`src/rtl/alu_operand_stage.sv`:
```
// ID/EX operand stage: register file with EX/WB bypass feeding a registered
// ALU operand/control bundle, with stall-hold and flush-bubble control.
module alu_operand_stage #(
  parameter int XLEN = 32,
  parameter int NREG = 32
) (
  input  logic            clk,
  input  logic            rst_n,
  input  logic            validD,
  input  logic [4:0]      rs1D,
  input  logic [4:0]      rs2D,
  input  logic [4:0]      rdD,
  input  logic [XLEN-1:0] immD,
  input  logic            ALUsrcD,
  input  logic [2:0]      ALUcntrlD,
  input  logic            RegWriteD,
  input  logic            stall,
  input  logic            flush,
  input  logic            WE3,
  input  logic [4:0]      A3,
  input  logic [XLEN-1:0] WD3,
  input  logic [XLEN-1:0] ALUout,
  output logic [XLEN-1:0] ALUop1,
  output logic [XLEN-1:0] ALUop2,
  output logic [2:0]      ALUcntrl,
  output logic [4:0]      RdE,
  output logic            RegWriteE,
  output logic            validE,
  output logic [XLEN-1:0] a0
);

  logic [XLEN-1:0] rf_q [NREG];
  logic [XLEN-1:0] rf_d [NREG];

  logic            valid_q, valid_d;
  logic            regwrite_q, regwrite_d;
  logic [4:0]      rd_q, rd_d;
  logic [2:0]      ctl_q, ctl_d;
  logic [XLEN-1:0] op1_q, op1_d;
  logic [XLEN-1:0] op2_q, op2_d;

  logic [XLEN-1:0] rs1_stored, rs2_stored;
  logic [XLEN-1:0] src1, src2;
  logic            ex_fwd_en;

  // Priority: x0, then the in-flight EX result, then the WB write, then storage.
  function automatic logic [XLEN-1:0] resolve(
    input logic [4:0]      rs,
    input logic [XLEN-1:0] stored,
    input logic            ex_en,
    input logic [4:0]      ex_rd,
    input logic [XLEN-1:0] ex_val,
    input logic            wb_en,
    input logic [4:0]      wb_rd,
    input logic [XLEN-1:0] wb_val
  );
    if (rs == '0)                  return '0;
    else if (ex_en && ex_rd == rs) return ex_val;
    else if (wb_en && wb_rd == rs) return wb_val;
    else                           return stored;
  endfunction

  always_comb begin
    rf_d = rf_q;
    if (WE3 && (A3 != '0) && (int'(A3) < NREG)) rf_d[A3] = WD3;
  end

  always_ff @(posedge clk or negedge rst_n) begin
    if (!rst_n) begin
      for (int unsigned i = 0; i < NREG; i++) rf_q[i] <= '0;
    end else begin
      rf_q <= rf_d;
    end
  end

  always_comb begin
    rs1_stored = (int'(rs1D) < NREG) ? rf_q[rs1D] : '0;
    rs2_stored = (int'(rs2D) < NREG) ? rf_q[rs2D] : '0;
    ex_fwd_en  = valid_q && regwrite_q;
    src1 = resolve(rs1D, rs1_stored, ex_fwd_en, rd_q, ALUout, WE3, A3, WD3);
    src2 = resolve(rs2D, rs2_stored, ex_fwd_en, rd_q, ALUout, WE3, A3, WD3);
  end

  always_comb begin
    valid_d    = valid_q;
    regwrite_d = regwrite_q;
    rd_d       = rd_q;
    ctl_d      = ctl_q;
    op1_d      = op1_q;
    op2_d      = op2_q;
    if (flush || (!stall && !validD)) begin
      valid_d    = 1'b0;
      regwrite_d = 1'b0;
      rd_d       = '0;
      ctl_d      = '0;
      op1_d      = '0;
      op2_d      = '0;
    end else if (!stall) begin
      valid_d    = 1'b1;
      regwrite_d = RegWriteD;
      rd_d       = rdD;
      ctl_d      = ALUcntrlD;
      op1_d      = src1;
      op2_d      = ALUsrcD ? immD : src2;
    end
  end

  always_ff @(posedge clk or negedge rst_n) begin
    if (!rst_n) begin
      valid_q    <= 1'b0;
      regwrite_q <= 1'b0;
      rd_q       <= '0;
      ctl_q      <= '0;
      op1_q      <= '0;
      op2_q      <= '0;
    end else begin
      valid_q    <= valid_d;
      regwrite_q <= regwrite_d;
      rd_q       <= rd_d;
      ctl_q      <= ctl_d;
      op1_q      <= op1_d;
      op2_q      <= op2_d;
    end
  end

  assign ALUop1    = op1_q;
  assign ALUop2    = op2_q;
  assign ALUcntrl  = ctl_q;
  assign RdE       = rd_q;
  assign RegWriteE = regwrite_q;
  assign validE    = valid_q;
  assign a0        = rf_q[10];

endmodule

```
`config.mk`:
```
export PLATFORM = sky130hd
export DESIGN_NAME = alu_operand_stage
export DESIGN_NICKNAME = d
export VERILOG_FILES = /design/src/rtl/alu_operand_stage.sv
export SDC_FILE = /design/constraint.sdc
export NUM_CORES = 2
export LEC_CHECK = 0
export CAP_MARGIN = 20
export CORE_ASPECT_RATIO = 0.9
export CORE_MARGIN = 2
export CORE_UTILIZATION = 56
export DETAILED_ROUTE_END_ITERATION = 6
export PLACE_DENSITY_LB_ADDON = 0.1
export SYNTH_ARGS = -nofsm -noshare
export SYNTH_HDL_FRONTEND = slang
export SYNTH_SLANG_ARGS = --single-unit
```
`constraint.sdc`:
```
create_clock -name clk -period 1.9 [get_ports clk]
set_clock_uncertainty 0.05 [all_clocks]
set_input_delay 0.475 -clock clk [delete_from_list [all_inputs] [get_ports clk]]
set_output_delay 0.475 -clock clk [all_outputs]
set_load 0.05 [all_outputs]
```
Yosys cells after proc, flatten, opt, wreduce, memory -nomap -nowiden
Index checks and enable logic that the tools add are counted.
Word-level totals
  bits in registers: 1098
  input port bits: 127
Cells by class
  reductions and logical operators: 14
  order comparisons: 4
  muxes and demuxes: 28
  bitwise operators: 3
  equal/unequal tests: 5
Operators with widths (count)
  $bwmux W1024: 1
  $mux W32: 16
  $bmux W32 S5: 2
  $demux W32 S5: 1
  $eq A5 B5 Y1: 4
  $ge A6 B6 Y1 const B: 3
  $not A5 Y6: 3
  $logic_not A5 Y1: 2
  $mux W5: 2
  $logic_and A1 B1 Y1: 8
  $lt A6 B1 Y1 const B: 1
  $mux W3: 2
  $reduce_bool A5 Y1: 1
  $mux W1: 4
  $logic_not A1 Y1: 2
  $ne A2 B1 Y1 const B: 1
  $logic_or A1 B1 Y1: 1

Logic depth before layout (Yosys ltp)
  depth after elaboration: 10
  depth in mapped cells: 11
  gate-level depth less buffers: 6

Worst setup path after synthesis
OpenSTA, ideal clock, no wires.
  kind: input to register
  from: input port rs1D[0]
  to: register op1_q[15] (netlist: ALUop1[15])
  stages: 8
  path slack: -0.652 ns
  buffers on the path: 4
  data arrival time: 2.376 ns
  cells stage by stage: buf_6 > buf_4 > buf_4 > buf_2 > mux4_2 > a211oi_1 > nor4_1 > a221o_1
On the way
  cells in the longest elaborated chain, start to end: 9
  elaborated cells on any way between the ends: 14
  classes of those cells: 2 x eq/ne; 8 x mux; 1 x bitwise; 3 x reduce/logical
Ends and longest elaborated chain
  start: declaration: line 10  | input logic [4:0] rs1D,
  $not A5 Y6 (not written as such): line 77  | rs1_stored = (int'(rs1D) < NREG) ? rf_q[rs1D] : '0;
  $bmux W32 S5: line 77
  $mux W32 (not written as such) (2 in a row): line 77
  $mux W32: line 59  | else if (wb_en && wb_rd == rs) return wb_val;
  $mux W32: line 58  | else if (ex_en && ex_rd == rs) return ex_val;
  $mux W32 *: line 57  | if (rs == '0) return '0;
  $mux W32 *: line 98  | end else if (!stall) begin
  $mux W32 *: line 91  | if (flush || (!stall && !validD)) begin
  end signal: assignment: line 121  | op1_q <= op1_d;
  end: declaration: line 39  | logic [XLEN-1:0] op1_q, op1_d;
Every way passes the cells marked *; elsewhere a longest branch is shown, timed or not. The select of a mux whose other input is x is not followed.
A chain may end at the register's enable or synchronous reset.

Worst setup path after layout
  from: register rd_q[4] (netlist: RdE[4])
  to: register op1_q[3] (netlist: ALUop1[3])
On the way
  cells in the longest elaborated chain, start to end: 6
Ends and longest elaborated chain
  start: declaration: line 37  | logic [4:0] rd_q, rd_d;
  start signal: assignment: line 119  | rd_q <= rd_d;
  $eq A5 B5 Y1: line 58
  $logic_and A1 B1 Y1: line 58
  $mux W32: line 58
  $mux W32: line 57
  $mux W32: line 98
  $mux W32: line 91
Every way passes these cells. The select of a mux whose other input is x is not followed.

==> results.yml <==
floorplanning:
  core_area_um2: 106000
  start_util_pct: 56.6
  die_x_um: 348
  die_y_um: 314
  die_area_um2: 109000
  ios: 233
  row_count: 113
critical_path:
  worstSetupPathType: "reg -> reg"
  cp.required_ps: 2440
  reg2reg_depth: 7
  crit_fanout: 21
  cp-start-kind: "register"
  crit_path_end_kind: "register"
  cp_data_arrival_time_ps: 2800
timing:
  hold_violations: 0
  relSlewSlack_pct: 47.6
  finalMaxSlewViolations: 0
  fin_tns_setup_ps: -12940
  finalCriticalPeriod_ps: 2260
  max_slew.worst_pin.slew_ps: 786
  setup_viol: 124
  rsz0062_at_grt: "yes"
  fin_crit_sh_pct: 119
  fmax_ghz: 0.443
  setup_ws_ps: -356
synth:
  ys_ff_latch: 1098
  synth_area_per_cell_um2: 13.5
  synthTopCellsByArea: "dfrtp_1 46%, mux2_2 19%, mux4_2 13%"
  synth_cell_types: 39
  synth_edf_count: 0
  syn-num-nets: 4554
  ys_seq_area_share_pct: 46.0
  synthCells: 4427
  synth_ff_type: "dfrtp_1"
  synth_top_cell_by_area: "dfrtp_1"
  synthesis.area_um2: 59800
  yosys.area.top_type_share_pct: 46.0
  ys_warn_count: 0
  async_reset_ff_share_pct: 100
pwr:
  power_density_nw_per_um2: 968
  peakVddDrop_mv: 0.869
  power.leakage_nw: 35.9
global_routing:
  antenna_found_initial: 3
  grt_pass1_vias: 47100
  grt_pass1_wl_um: 323000
  grt_max_degree: 92
  overflow: 0
  track_usage_pct: 40.4
hold_path:
  holdCritPathClass: "in -> async"
clock_network:
  clk_path_buf_depth: 3
  cts_tree: "yes"
  cts.sinks: 1098
  cts_root_buf: "clkbuf_16"
  h-tree-depth: 3
  clk_latency_ps: 730
  numCtsBuffers: 116
  clkTransAtPathRegs_ps: 60
drt:
  drc_errors: 0
  ant_nets: 0
  drt-total-wl_um: 221000
  drtPass1Iterations: 6
  vias: 46800
  wl_per_cell_um: 31.9
  first_iter_violations: 5804
  vias_per_cell: 6.77
placed_design:
  gp_congestion: 0.953
  dpl-instance-area_um2: 73000
  place_inst: 6627
  pre_cts_ws_ps: -996
  dp_hpwl_um: 151000
  port-buffer-count: 232
run_status:
  violations: "setup timing"
  status: "complete, but fails checks"
layout:
  final_util_pct: 74.4
  final_nets: 5557
  syn2layout_area_growth_pct: 31.4
  finalInstanceArea_um2: 78500
  instances_no_fill: 6915
  drive_gt1_share_pct: 53.6
job:
  drv_cap: 0
## per-stage QoR
stage               hold slack (ps)  power [mW]
CTS                             140        75.7
global route                    156        78.7
global placement                315        49.8
floorplan                       129        41.4
finish                          165        76.1
detailed placement              315        50.4
## layout by cell type, fill, tap and decap left out, types with 32 or more instances in the layout
cell type           n
dfrtp_1          1067
mux4_2            352
nand3_1            33
clkbuf_8           34
mux2_2            880
a211oi_1          118
buf_12            224
a22oi_1           181
clkdlybuf4s50_1   110
nand2_1           163
buf_6              81
a221o_1            32
a32oi_1            32
mux2i_1           416
a22o_1             41
nor2b_1            64
o211ai_1           60
buf_4             965
and2_1             36
mux2_4            112
clkbuf_16         123
o21a_1             32
a21oi_1            33
## metal layers
layer  track usage (%)  share of wire [%]
met5                 0             0.0041
met4              16.8                4.9
met3              11.5                 11
met2              57.9                 43
met1              57.9                 41
## Yosys cell counts, types with 2 or more instances
library cell     n
a2111oi_0        5
a211oi_1       128
a21oi_1         33
a221o_1         32
a22o_1          41
a22oi_1        192
a32oi_1         32
and2_1          38
and3_1           2
buf_1           78
buf_2           76
buf_4           44
buf_6           11
clkbuf_1       318
dfrtp_1       1098
inv_1            6
mux2_2         992
mux2i_1        416
mux4_2         352
nand2_1        179
nand2b_1         7
nand3_1         36
nand3b_1         4
nand4_1          2
nor2_1          50
nor2b_1         67
nor3b_1          4
nor4_1          31
o211ai_1        60
o21a_1          32
o21ai_0         32
or2_2            4
xnor2_1          8
xor2_1          12
## registers in the layout (all words and copies together) (netlist names)
name / count
validE: 1
ALUop2: 32
rf_q: 992
ALUcntrl: 3
RdE: 5
ALUop1: 32
RegWriteE: 1
a0: 32
## final timing paths
| kind | start | to | slack (ps) |
|---|---|---|---|
| max in group asynchronous | rst_n | ALUop2[17]$_DFFE_PN0P_ | 670 |
| worst min register to register | rf_q[1017]$_DFFE_PN0P_ | rf_q[1017]$_DFFE_PN0P_ | 350 |
| min in group clk | RegWriteD | RegWriteE$_DFFE_PN0P_ | 300 |
| worst min-delay path | rst_n | rf_q[825]$_DFFE_PN0P_ | 160 |
| worst max-delay path | RdE[4]$_DFFE_PN0P_ | ALUop1[3]$_DFFE_PN0P_ | -360 |
| worst max register to register | RdE[4]$_DFFE_PN0P_ | ALUop1[3]$_DFFE_PN0P_ | -360 |
## critical path, stage by stage, from the launching register on
cell and delay (ps):
dfrtp_2 410, xor2_1 170, nor4_2 350, and4_4 360, nor2_4 60, buf_12 170, a22o_1 200, a221o_1 310
## layout make-up
type,count,area (µm²)
diodes,4,10.0
fillers,6804,27100
multi-input cells,2796,30900
inverters,6,22.5
flip-flops and latches,1098,27500
well taps,1380,1730
clock inverters,43,652
clock buffers,176,3520
repair buffers,1412,14200
## kinds of logic (layout without fill, tap and decap cells)
| logic type | after synthesis | count (layout) | share of synthesized area, % |
|---|---|---|---|
| multiplexers | 1760 | 1760 | 38.9 |
| flip-flops | 1098 | 1098 | 46.0 |
| AO/OA/AOI/OAI | 588 | 588 | 7.42 |
| buffers and inverters | 533 | 1637 | 3.92 |
| AND/OR/NAND/NOR | 428 | 428 | 3.47 |
| XOR/XNOR | 20 | 20 | 0.293 |
| other | 0 | 4 | 0 |
## where the power goes
group | internal, mW | switching, mW
logic | 12.0 | 8.52
clock network | 14.9 | 10.0
registers | 27.6 | 3.03
## repair_timing
action,4_1_cts,5_1_grt
endpoints found under the setup margin,259,164
cloned,4,5
pin swaps,7,13
hold buffers,1,0
resized for setup,139,51
hold endpoints to repair,171,0
buffers inserted,46,20
No activity file was read; power rests on OpenSTA's default activity.
